===== config.mk =====
export PLATFORM = sky130hd
export DESIGN_NAME = seg7_scan_decoder_flat
export DESIGN_NICKNAME = d
export VERILOG_FILES = /design/src/rtl/seg7_scan_if.sv /design/src/rtl/seg7_scan_decoder.sv /design/src/flat_wrapper.sv
export SDC_FILE = /design/constraint.sdc
export NUM_CORES = 1
export LEC_CHECK = 0
export CAP_MARGIN = 15
export CORE_ASPECT_RATIO = 0.75
export CORE_MARGIN = 2
export CORE_UTILIZATION = 25
export DETAILED_ROUTE_END_ITERATION = 6
export GPL_ROUTABILITY_DRIVEN = 1
export PLACE_DENSITY = 0.53
export SETUP_SLACK_MARGIN = 0.3
export SLEW_MARGIN = 30
export SYNTH_ARGS = -nofsm -noshare
export SYNTH_HDL_FRONTEND = slang
export SYNTH_SLANG_ARGS = --single-unit

===== constraint.sdc =====
create_clock -name clk -period 2.1 [get_ports clk]
set_input_delay 0.63 -clock clk [delete_from_list [all_inputs] [get_ports clk]]
set_output_delay 0.63 -clock clk [all_outputs]
set_load 0.05 [all_outputs]

===== src/rtl/seg7_scan_if.sv =====
// Scanned seven-segment bus plus the decoded read-back signals.
// Latency: none, wiring only.
// Backpressure: none; the display bus is sampled unconditionally every clock.
interface seg7_scan_if #(
    parameter int NDIG = 2
);
    logic [6:0]        seg7;
    logic [NDIG-1:0]   dig_sel;
    logic [4*NDIG-1:0] digits;
    logic [NDIG-1:0]   valid;
    logic              upd;
    logic [2:0]        upd_idx;
    logic              err;

    // Display side drives segments/selects and observes the decoded result.
    modport master (
        output seg7, dig_sel,
        input  digits, valid, upd, upd_idx, err
    );

    // Decoder side.
    modport slave (
        input  seg7, dig_sel,
        output digits, valid, upd, upd_idx, err
    );
endinterface


===== src/rtl/seg7_scan_decoder.sv =====
// Recovers per-digit codes from a scanned seven-segment bus with per-digit debounce.
// Latency: commit registered on the STABLE-th matching sample, visible the next cycle.
// Backpressure: none; every clock is a potential sample, ignored unless select is one-hot.
module seg7_scan_decoder #(
    parameter int NDIG   = 2,
    parameter int STABLE = 3
) (
    input  logic        clk,
    input  logic        rst_n,
    seg7_scan_if.slave  bus
);
    localparam int          CW  = $clog2(STABLE + 1);
    localparam logic [CW-1:0] STB = CW'(STABLE);
    localparam logic [CW-1:0] ONE = CW'(1);

    logic [6:0]        cand [NDIG];
    logic [CW-1:0]     cnt  [NDIG];
    logic [CW-1:0]     cnt_nxt [NDIG];
    logic [4*NDIG-1:0] digits_q;
    logic [NDIG-1:0]   valid_q;
    logic              upd_q;
    logic [2:0]        upd_idx_q;
    logic              err_q;

    logic [NDIG-1:0]   sel;
    logic              sel_onehot;
    logic [NDIG-1:0]   hit;
    logic [NDIG-1:0]   match;
    logic [NDIG-1:0]   commit;
    logic [NDIG-1:0]   changed;
    logic [3:0]        code;

    // Pattern-to-code lookup; anything unrecognised is flagged as 4'hE.
    function automatic logic [3:0] decode(input logic [6:0] p);
        case (p)
            7'b1111110: decode = 4'h0;
            7'b0110000: decode = 4'h1;
            7'b1101101: decode = 4'h2;
            7'b1111001: decode = 4'h3;
            7'b0110011: decode = 4'h4;
            7'b1011011: decode = 4'h5;
            7'b1011111: decode = 4'h6;
            7'b1110000: decode = 4'h7;
            7'b1111111: decode = 4'h8;
            7'b1111011: decode = 4'h9;
            7'b0000000: decode = 4'hF;
            default:    decode = 4'hE;
        endcase
    endfunction

    // A cycle counts as a sample only when exactly one select line is low.
    always_comb begin
        sel        = ~bus.dig_sel;
        sel_onehot = (sel != '0) && ((sel & (sel - 1'b1)) == '0);
        hit        = sel_onehot ? sel : '0;
    end

    // Per-digit run counting and commit detection. A mismatch restarting at 1
    // only commits when STABLE is 1, so the !match term covers that case.
    always_comb begin
        code = decode(bus.seg7);
        for (int k = 0; k < NDIG; k++) begin
            match[k]   = (bus.seg7 == cand[k]);
            cnt_nxt[k] = match[k] ? ((cnt[k] == STB) ? STB : cnt[k] + 1'b1) : ONE;
            commit[k]  = hit[k] && (cnt_nxt[k] == STB) && ((cnt[k] < STB) || !match[k]);
            changed[k] = commit[k] && (!valid_q[k] || (digits_q[4*k +: 4] != code));
        end
    end

    // Per-digit state update plus the single-cycle upd/err pulses.
    always_ff @(posedge clk or negedge rst_n) begin
        if (!rst_n) begin
            for (int k = 0; k < NDIG; k++) begin
                cand[k] <= '0;
                cnt[k]  <= '0;
            end
            digits_q  <= '1;
            valid_q   <= '0;
            upd_q     <= 1'b0;
            upd_idx_q <= '0;
            err_q     <= 1'b0;
        end else begin
            upd_q <= 1'b0;
            err_q <= 1'b0;
            for (int k = 0; k < NDIG; k++) begin
                if (hit[k]) begin
                    cand[k] <= bus.seg7;
                    cnt[k]  <= cnt_nxt[k];
                end
                if (commit[k]) begin
                    digits_q[4*k +: 4] <= code;
                    valid_q[k]         <= 1'b1;
                end
                if (changed[k]) begin
                    upd_q     <= 1'b1;
                    upd_idx_q <= 3'(k);
                    err_q     <= (code == 4'hE);
                end
            end
        end
    end

    assign bus.digits  = digits_q;
    assign bus.valid   = valid_q;
    assign bus.upd     = upd_q;
    assign bus.upd_idx = upd_idx_q;
    assign bus.err     = err_q;
endmodule


===== src/flat_wrapper.sv =====
// flat-port wrapper written by rule: the top's interface ports become plain ports
module seg7_scan_decoder_flat 
#(
    parameter int NDIG   = 2,
    parameter int STABLE = 3
)
  (clk, rst_n, bus_seg7, bus_dig_sel, bus_digits, bus_valid, bus_upd, bus_upd_idx, bus_err);
  seg7_scan_if #(.NDIG(NDIG)) bus_i ();
  input  logic clk;
  input  logic rst_n;
  input wire logic [$bits(bus_i.seg7)-1:0] bus_seg7;
  input wire logic [$bits(bus_i.dig_sel)-1:0] bus_dig_sel;
  output wire logic [$bits(bus_i.digits)-1:0] bus_digits;
  output wire logic [$bits(bus_i.valid)-1:0] bus_valid;
  output wire logic [$bits(bus_i.upd)-1:0] bus_upd;
  output wire logic [$bits(bus_i.upd_idx)-1:0] bus_upd_idx;
  output wire logic [$bits(bus_i.err)-1:0] bus_err;
  assign bus_i.seg7 = bus_seg7;
  assign bus_i.dig_sel = bus_dig_sel;
  assign bus_digits = bus_i.digits;
  assign bus_valid = bus_i.valid;
  assign bus_upd = bus_i.upd;
  assign bus_upd_idx = bus_i.upd_idx;
  assign bus_err = bus_i.err;
  seg7_scan_decoder #(.NDIG(NDIG), .STABLE(STABLE)) u_core (.clk(clk), .rst_n(rst_n), .bus(bus_i));
endmodule

After elaboration in Yosys (flattened, before gate mapping) --
Cells that the tools add are included.
Storage, ports and cells: flip-flop bits (word level) 33, output and inout bits 15, input port bits 11, logic and storage cells 68
Cells by class: reductions and logical operators 19, mux-type cells 12, equal/unequal tests 19, order comparisons 2, bitwise operators 2, add/subtract/negate cells 3
Operator list (number):
- $eq 7x7->1 const B | 8
- $pmux 4 s11 | 1
- $eq 7x6->1 const B | 2
- $eq 7x7->1 | 2
- $mux 2 | 5
- $eq 2x2->1 const B | 4
- $ne 4x4->1 | 2
- $logic_and 1x1->1 | 7
- $logic_not 7->1 | 1
- $mux 3 | 2
- $add 2x1->2 const B | 2
- $eq 4x4->1 const B | 1
- $logic_not 1->1 | 4
- $logic_or 1x1->1 | 4
- $lt 2x2->1 const B | 2
- $mux 1 | 4
- $reduce_bool 2->1 | 2
- $and 2x2->2 | 1
- $logic_not 2->1 | 1
- $not 2->2 | 1
- $sub 2x1->2 const B | 1

Depth between registers and ports, before layout --
Gate-level depths: netlist of run 1.
depth in word-level cells 11, mapped depth 9, mapped depth without buffers 7

Worst setup path after synthesis of run 1 --
OpenSTA, ideal clock, no wires.
path type input-to-reg, start input bus_seg7[0], end register u_core.upd_idx_q[0], in the netlist u_core.bus.upd_idx[0], required time 1981 ps, stages on the path 8, setup slack -542 ps, library setup time 119 ps, arrival 2524 ps, path buffers 1, path through buf_2 -> or4b_4 -> a21oi_4 -> nor4_2 -> or3_4 -> xnor2_1 -> a41o_1 -> a21bo_1
On the way: word-level cells in the longest chain between the ends 7, elaborated cells between the ends (all ways) 34, those cells by class eq/ne (16); mux (4); reduce/logical (14)
RTL lines:
- from (decl) | line flat_wrapper.sv:11 | input wire logic [$bits(bus_i.seg7)-1:0] bus_seg7;
- parallel branches: the longest is 7 deep, another holds $pmux 4 s11
- to (signal assigned) | line seg7_scan_decoder.sv:96 | upd_idx_q <= 3'(k);
- to (decl) | line seg7_scan_decoder.sv:22 | logic [2:0] upd_idx_q;
Several ways; the timed one is not identified. A chain may end at the register's enable or synchronous reset.

Worst setup path after layout of run 1 --
Ends and elaborated chain as after synthesis.

==> impl_metrics.env, run 1 <==
export IMPL_rsz0062_at_grt="yes"
export IMPL_fp_dieH_um=77.04
export IMPL_postRouteAntennaNets=0
export IMPL_drc=0
export IMPL_antenna_found_initial=0
export IMPL_postSynthAreaPerCell_um2=10.16
export IMPL_yosys_warnings=0
export IMPL_path_buf_inv=1
export IMPL_syn_area_um2=1778
export IMPL_setup_slack_ns=-0.2916
export IMPL_worst_path_largest_cell_delay_ns=0.56
export IMPL_drt_initial_drc_count=53
export IMPL_critPathArrivalTime_ns=2.57
export IMPL_place_ws_ns=-0.9715
export IMPL_routed_wirelength_mm=4.370
export IMPL_maxSlewViolCount=0
export IMPL_initial_core_util=0.2590
export IMPL_coreArea_um2=6864
export IMPL_die_area_um2=7809
export IMPL_end_kind="flop"
export IMPL_ys_ff_latch=31
export IMPL_numPortBuffers=23
export IMPL_fin_worst_skew_ns=0.008044
export IMPL_path_clk_slew_ns=0.07
export IMPL_min_delay_start="u_core.bus.digits[7]$_DFFE_PN1P_"
export IMPL_numCtsBuffers=5
export IMPL_antennaDiodeCount=0
export IMPL_die_x_um=101.4
export IMPL_crit_required_ns=2.28
export IMPL_placed_area_um2=2327
export IMPL_violations="negative setup slack"
export IMPL_fillers=681
export IMPL_overflow=0
export IMPL_first_pass_iters=4
export IMPL_whs_ns=0.4833
export IMPL_min_period_ns=2.392
export IMPL_fin_nets=247
export IMPL_syn_inst=175
export IMPL_cts_max_level=2
export IMPL_viasPerCell=4.370
export IMPL_crit_path_start="bus_seg7[0]"
export IMPL_synth_distinct_cells=40
export IMPL_max_cap_viol_count=0
export IMPL_grt_usage=0.1186
export IMPL_clock_sinks=31
export IMPL_finalHoldViolations=0
export IMPL_start_kind="input pin"
export IMPL_place_congestion=0.7604
export IMPL_crit_family="simple AND/OR/NAND/NOR gates"
export IMPL_grt_start_max_net_pins=32
export IMPL_fmaxAchievable_mhz=418.1
export IMPL_drive_gt1_frac=0.5063
export IMPL_yosysSeqAreaShare=0.4419
export IMPL_p_leak_nw=1.199
export IMPL_grt_pass1_vias=1520
export IMPL_setup_tns_ns=-1.269
export IMPL_hpwlAfterDp_mm=3.072
export IMPL_period_share=1.139
export IMPL_hold_path_class="reg2reg"
export IMPL_routedWlPerCell_um=13.04
export IMPL_post_route_util=0.4018
export IMPL_clock_path_buffers=2
export IMPL_vias=1464
export IMPL_grt_pass1_wl_mm=7.224
export IMPL_io_pins=26
export IMPL_cts_tree="done"
export IMPL_setup_violations=7
export IMPL_final_area_um2=2758
export IMPL_worstSkewPairLatency_ns=0.29
export IMPL_area_growth_pct=55.10
export IMPL_worstReg2RegStart="u_core.cand[8]$_DFFE_PN0P_"
export IMPL_critPathSlowestCell="or4_4"
export IMPL_status="finished, violations left"
export IMPL_cts_root_buf="clkbuf_8"
export IMPL_std_cell_rows=26
export IMPL_worstPathMaxFanout=4
export IMPL_vdd_drop_max_mv=0.2502
export IMPL_powerDensity_nw_per_um2=540.6
export IMPL_critPathKind="in2reg"
export IMPL_crit_chain="buf_8 > or4_4 > a21oi_4 > or2_4 > or4b_1 > o211ai_1 > a41o_1 > a21bo_1"
sequential cells by signal (all words and copies together), names as in the netlist:
register / count
u_core.bus.upd: 1
u_core.bus.err: 1
u_core.bus.valid: 2
u_core.cand: 14
u_core.bus.digits: 8
u_core.cnt: 4
u_core.bus.upd_idx: 1
cells in the final DEF (no fill, tap or decap), types with 3 or more instances in the layout:
cell	instances
a21oi_1	5
a21oi_4	3
buf_12	6
buf_4	34
buf_6	17
buf_8	5
clkbuf_8	7
clkdlybuf4s50_1	3
dfrtp_1	23
dfstp_2	8
mux2_2	9
mux2_4	4
nand2_1	26
nand2b_1	5
nand3_1	7
nand4_1	3
nor2_1	6
nor3_1	3
xnor2_1	9
xor2_1	6
xor2_2	4
path summary, 6_finish.rpt:
path	endpoint	slack [ns]	depth (start not counted)
worst max register to register	u_core.bus.upd_idx[0]$_DFFE_PN0P_	0.01	6
worst min-delay path	u_core.bus.digits[7]$_DFFE_PN1P_	0.48	2
min in group asynchronous	u_core.cand[7]$_DFFE_PN0P_	0.73	2
worst min register to register	u_core.bus.digits[7]$_DFFE_PN1P_	0.48	2
worst max-delay path	u_core.bus.upd_idx[0]$_DFFE_PN0P_	-0.29	8
max in group asynchronous	u_core.bus.digits[0]$_DFFE_PN1P_	1.03	2
final cells by class:
class | instances | area (µm²) | share of cell area
multi-input cells | 130 | 1049 | 0.3802
repair buffers | 68 | 696.9 | 0.2527
well taps | 98 | 122.6 | 0.04446
clock buffers | 7 | 96.34 | 0.03494
flip-flops and latches | 31 | 785.8 | 0.2849
clock inverters | 1 | 7.507 | 0.002722
worst min-delay path, stage by stage (launching register included):
cell and delay [ns]:
dfstp_2 0.39, nand2_2 0.06, o21ai_2 0.04
Yosys cell counts:
master	n	area [µm²]
a21bo_1	1	10.01
a21boi_0	2	15.01
a21oi_1	7	35.03
a21oi_2	1	8.760
a21oi_4	1	16.27
a41o_1	2	20.02
buf_2	4	20.02
buf_4	2	15.01
buf_6	4	45.04
clkbuf_1	5	18.77
conb_1	1	3.750
dfrtp_1	23	575.6
dfstp_2	8	210.2
mux2_2	13	146.4
nand2_1	28	105.1
nand2b_1	5	31.28
nand3_1	7	35.03
nand3b_1	2	15.01
nand4_1	3	18.77
nand4bb_1	1	11.26
nor2_1	7	26.28
nor2b_1	2	12.51
nor3_1	4	20.02
nor4_1	2	12.51
nor4_2	1	12.51
nor4b_1	1	8.760
o211ai_1	2	15.01
o21ai_0	3	15.01
o21ba_2	1	10.01
o22ai_1	1	6.260
or2_2	1	6.260
or3_1	3	18.77
or3_4	1	11.26
or3b_2	1	8.760
or4_4	1	11.26
or4b_1	3	30.03
or4b_4	1	13.76
xnor2_1	9	78.83
xnor2_2	1	16.27
xor2_1	10	87.58
timing repair:
item,4_1_cts,5_1_grt
gates resized for setup,60,32
buffers inserted,6,6
hold buffers,0,0
setup endpoints to repair,26,17
gates cloned,0,0
pin swaps,24,14
logic make-up (layout without fill, tap and decap cells):
group                  Yosys count  count (layout)  share of synthesized area
AND/OR/NAND/NOR                 74              74                     0.2301
flip-flops                      31              31                     0.4419
AO/OA/AOI/OAI                   21              21                    0.08515
XOR/XNOR                        20              20                     0.1027
buffers and inverters           15              76                    0.05559
multiplexers                    13              13                    0.08234
other                            1               2                   0.002109
metal layers:
metal | track usage | vias up | routed length [µm] | part of all wire
li1 | - | 723 | - | -
met1 | 0.1519 | 719 | 2121 | 0.49
met2 | 0.1914 | 18 | 2035 | 0.47
met3 | 0.04376 | 4 | 183 | 0.042
met4 | 0.02432 | 0 | 29 | 0.0066
met5 | 0 | - | 0 | 0
through the flow:
| step | power (mW) | instances |
|---|---|---|
| 6_report | 1.491 | 335 |
| 3_5_place_dp | 0.9158 | 315 |
| 2_1_floorplan | 0.8304 | 176 |
| 3_3_place_gp | 0.9113 | 315 |
| 4_1_cts | 1.473 | 329 |
| 5_1_grt | 1.562 | 335 |
power breakdown:
group	switching [mW]	internal [mW]	total, mW	leakage [nW]
combinational	0.129	0.153	0.282	0.785
clock	0.234	0.298	0.532	0.0505
sequential	0.0356	0.641	0.677	0.363
Power figures use the tool's default switching activity.
==> inputs of run 2 (changes only) <==
--- a/config.mk
+++ b/config.mk
@@ -13,7 +13,7 @@
 export GPL_ROUTABILITY_DRIVEN = 1
 export PLACE_DENSITY = 0.53
 export SETUP_SLACK_MARGIN = 0.3
-export SLEW_MARGIN = 30
+export SLEW_MARGIN = 25
 export SYNTH_ARGS = -nofsm -noshare
 export SYNTH_HDL_FRONTEND = slang
 export SYNTH_SLANG_ARGS = --single-unit
==> results of run 2 <==
No change in the layout: final DEF, timing and power equal those of run 1.
==> inputs of run 3 (changes only) <==
--- a/config.mk
+++ b/config.mk
@@ -8,10 +8,10 @@
 export CAP_MARGIN = 15
 export CORE_ASPECT_RATIO = 0.75
 export CORE_MARGIN = 2
-export CORE_UTILIZATION = 25
+export CORE_UTILIZATION = 48
 export DETAILED_ROUTE_END_ITERATION = 6
 export GPL_ROUTABILITY_DRIVEN = 1
-export PLACE_DENSITY = 0.53
+export PLACE_DENSITY = 0.84
 export SETUP_SLACK_MARGIN = 0.3
 export SLEW_MARGIN = 25
 export SYNTH_ARGS = -nofsm -noshare
==> run 3 against run 2 <==
Compared with the run above:
- the run still ends with negative setup slack left
- global-route usage rose by 9.7 points
- sequential cell count did not move
- sequential power barely moved
- die area fell by 46%
- clock power rose by 6.0%
- non-clock buffer count did not move
- clock skew rose by 0.0028 ns
- first-iteration DRC count rose by 43%
- sequential share of layout area rose by 1.6 points
- critical path depth did not move
- count of clock-buffer cells in the layout did not move
- critical path type unchanged
- highest routed layer unchanged
==> impl_metrics.env, run 3 (synthesized netlist as in run 1, its figures left out) <==
export IMPL_overflow=0
export IMPL_io_pins=26
export IMPL_final_seq_area_um2=785.8
export IMPL_place_congestion=0.8215
export IMPL_multiInputGateArea_um2=1031
export IMPL_vdd_drop_max_mv=0.4610
export IMPL_reg2reg_setup_slack_ns=0.04
export IMPL_p_leak_nw=1.180
export IMPL_fillers=251
export IMPL_hold_path_end="u_core.bus.upd_idx[0]$_DFFE_PN0P_"
export IMPL_fin_worst_skew_ns=0.01086
export IMPL_start_kind="input pin"
export IMPL_status="finished, violations left"
export IMPL_worstSkewPairLatency_ns=0.28
export IMPL_finalHoldViolations=0
export IMPL_grt_pass1_vias=1534
export IMPL_antenna_found_initial=0
export IMPL_numPortBuffers=23
export IMPL_placed_cells=272
export IMPL_critPathArrivalTime_ns=2.60
export IMPL_first_pass_iters=4
export IMPL_grt_start_max_net_pins=32
export IMPL_cts_tree="done"
export IMPL_violations="negative setup slack"
export IMPL_crit_path_start="bus_seg7[1]"
export IMPL_hpwlAfterDp_mm=2.720
export IMPL_numCtsBuffers=5
export IMPL_clock_path_buffers=2
export IMPL_path_clk_slew_ns=0.06
export IMPL_place_ws_ns=-0.9513
export IMPL_worstPathMaxFanout=3
export IMPL_fin_nets=247
export IMPL_drc=0
export IMPL_hold_path_class="reg2reg"
export IMPL_period_share=1.157
export IMPL_routedWlPerCell_um=15.34
export IMPL_critPathKind="in2reg"
export IMPL_min_delay_start="u_core.bus.upd_idx[0]$_DFFE_PN0P_"
export IMPL_stdcell_count=289
export IMPL_fp_dieH_um=56.71
export IMPL_initial_core_util=0.4920
export IMPL_maxSlewViolCount=0
export IMPL_grt_pass1_wl_mm=6.872
export IMPL_die_x_um=74.28
export IMPL_grt_usage=0.2154
export IMPL_die_area_um2=4212
export IMPL_std_cell_rows=19
export IMPL_crit_required_ns=2.27
export IMPL_r2r_end="u_core.bus.upd_idx[0]$_DFFE_PN0P_"
export IMPL_clock_sinks=31
export IMPL_cts_hold_buf=0
export IMPL_max_cap_viol_count=0
export IMPL_cts_max_level=2
export IMPL_cts_root_buf="clkbuf_8"
export IMPL_antennaDiodeCount=0
export IMPL_vias=1516
export IMPL_layout_common_cells="buf_4, nand2_1, dfrtp_1"
export IMPL_setup_slack_ns=-0.3302
export IMPL_worstReg2RegStart="u_core.cand[8]$_DFFE_PN0P_"
export IMPL_powerDensity_nw_per_um2=582.1
export IMPL_drive_gt1_frac=0.5021
export IMPL_rsz0062_at_grt="yes"
export IMPL_holdPathStages=1
export IMPL_setup_violations=7
export IMPL_layout_commonest_cell="buf_4"
export IMPL_largest_reg_flops=14
export IMPL_coreArea_um2=3613
export IMPL_postRouteAntennaNets=0
export IMPL_top_register="u_core.cand"
export IMPL_area_growth_pct=46.87
export IMPL_end_kind="flop"
export IMPL_reg2regPathDepth=6
export IMPL_viasPerCell=5.246
export IMPL_drt_initial_drc_count=76
export IMPL_routed_wirelength_mm=4.433
export IMPL_fmaxAchievable_mhz=411.5
export IMPL_min_period_ns=2.430
run 3: cell types whose count changed in the layout (fill, tap and decap cells not counted), sizes merged:
cell,before,now
buf,62,63
bufinv,0,1
clkbuf,8,7
clkdlybuf4s15,2,0
clkinvlp,1,0
dlygate4sd2,0,2
run 3: how the worst max path moves through the flow:
stage / endpoint / cells after the start
after CTS: u_core.bus.upd_idx[0]$_DFFE_PN0P_ / 8
after global routing: u_core.bus.upd_idx[0]$_DFFE_PN0P_ / 8
after floorplan: u_core.bus.upd_idx[0]$_DFFE_PN0P_ / 9
after detailed placement: u_core.bus.upd_idx[0]$_DFFE_PN0P_ / 8
final: u_core.bus.upd_idx[0]$_DFFE_PN0P_ / 8
after global placement: u_core.bus.upd_idx[0]$_DFFE_PN0P_ / 8
run 3: critical path: stages:
cell	delay [ns]
buf_8	0.10
or4_4	0.56
a21oi_4	0.16
or2_4	0.15
or4b_1	0.45
o211ai_1	0.12
a41o_1	0.22
a21bo_1	0.20
run 3: repair_timing:
| action | CTS | global route |
|---|---|---|
| cloned | 0 | 1 |
| hold endpoints to repair | 0 | 0 |
| pin swaps | 20 | 8 |
| setup endpoints to repair | 26 | 22 |
| setup buffers | 6 | 2 |
| resized for setup | 70 | 12 |
run 3: layout make-up:
cell class              instances  share of cell area
clock buffers                   7             0.02923
clock inverters                 1             0.01150
multi-input cells             130              0.3948
flip-flops and latches         31              0.3009
well taps                      52             0.02492
repair buffers                 68              0.2386
run 3: routing by layer:
metal	GRT usage	up-vias	part of all wire
met2	0.3520	42	0.51
li1	-	722	-
met1	0.2605	742	0.43
met3	0.07181	10	0.048
met4	0.08418	0	0.012
met5	0	-	0
run 3: power breakdown:
part / internal [mW] / total (mW) / switching [mW] / leakage, nW
clock network: 0.355 / 0.564 / 0.210 / 0.0524
registers: 0.642 / 0.676 / 0.0345 / 0.363
logic: 0.146 / 0.280 / 0.133 / 0.765
total: 1.14 / 1.52 / 0.377 / 1.18
run 3: metrics by stage:
step	total power [mW]	TNS (ns)	util	area [µm²]	hold slack, ns
after floorplan	0.8304	-1.933	-	1824	0.3344
after global placement	0.9082	-10.50	0.6240	2255	0.4661
after detailed placement	0.9154	-11.09	0.6240	2255	0.4747
after CTS	1.505	-1.003	0.7012	2534	0.4864
after global routing	1.582	-1.835	0.7226	2611	0.5060
final	1.520	-1.168	0.7226	2611	0.4893
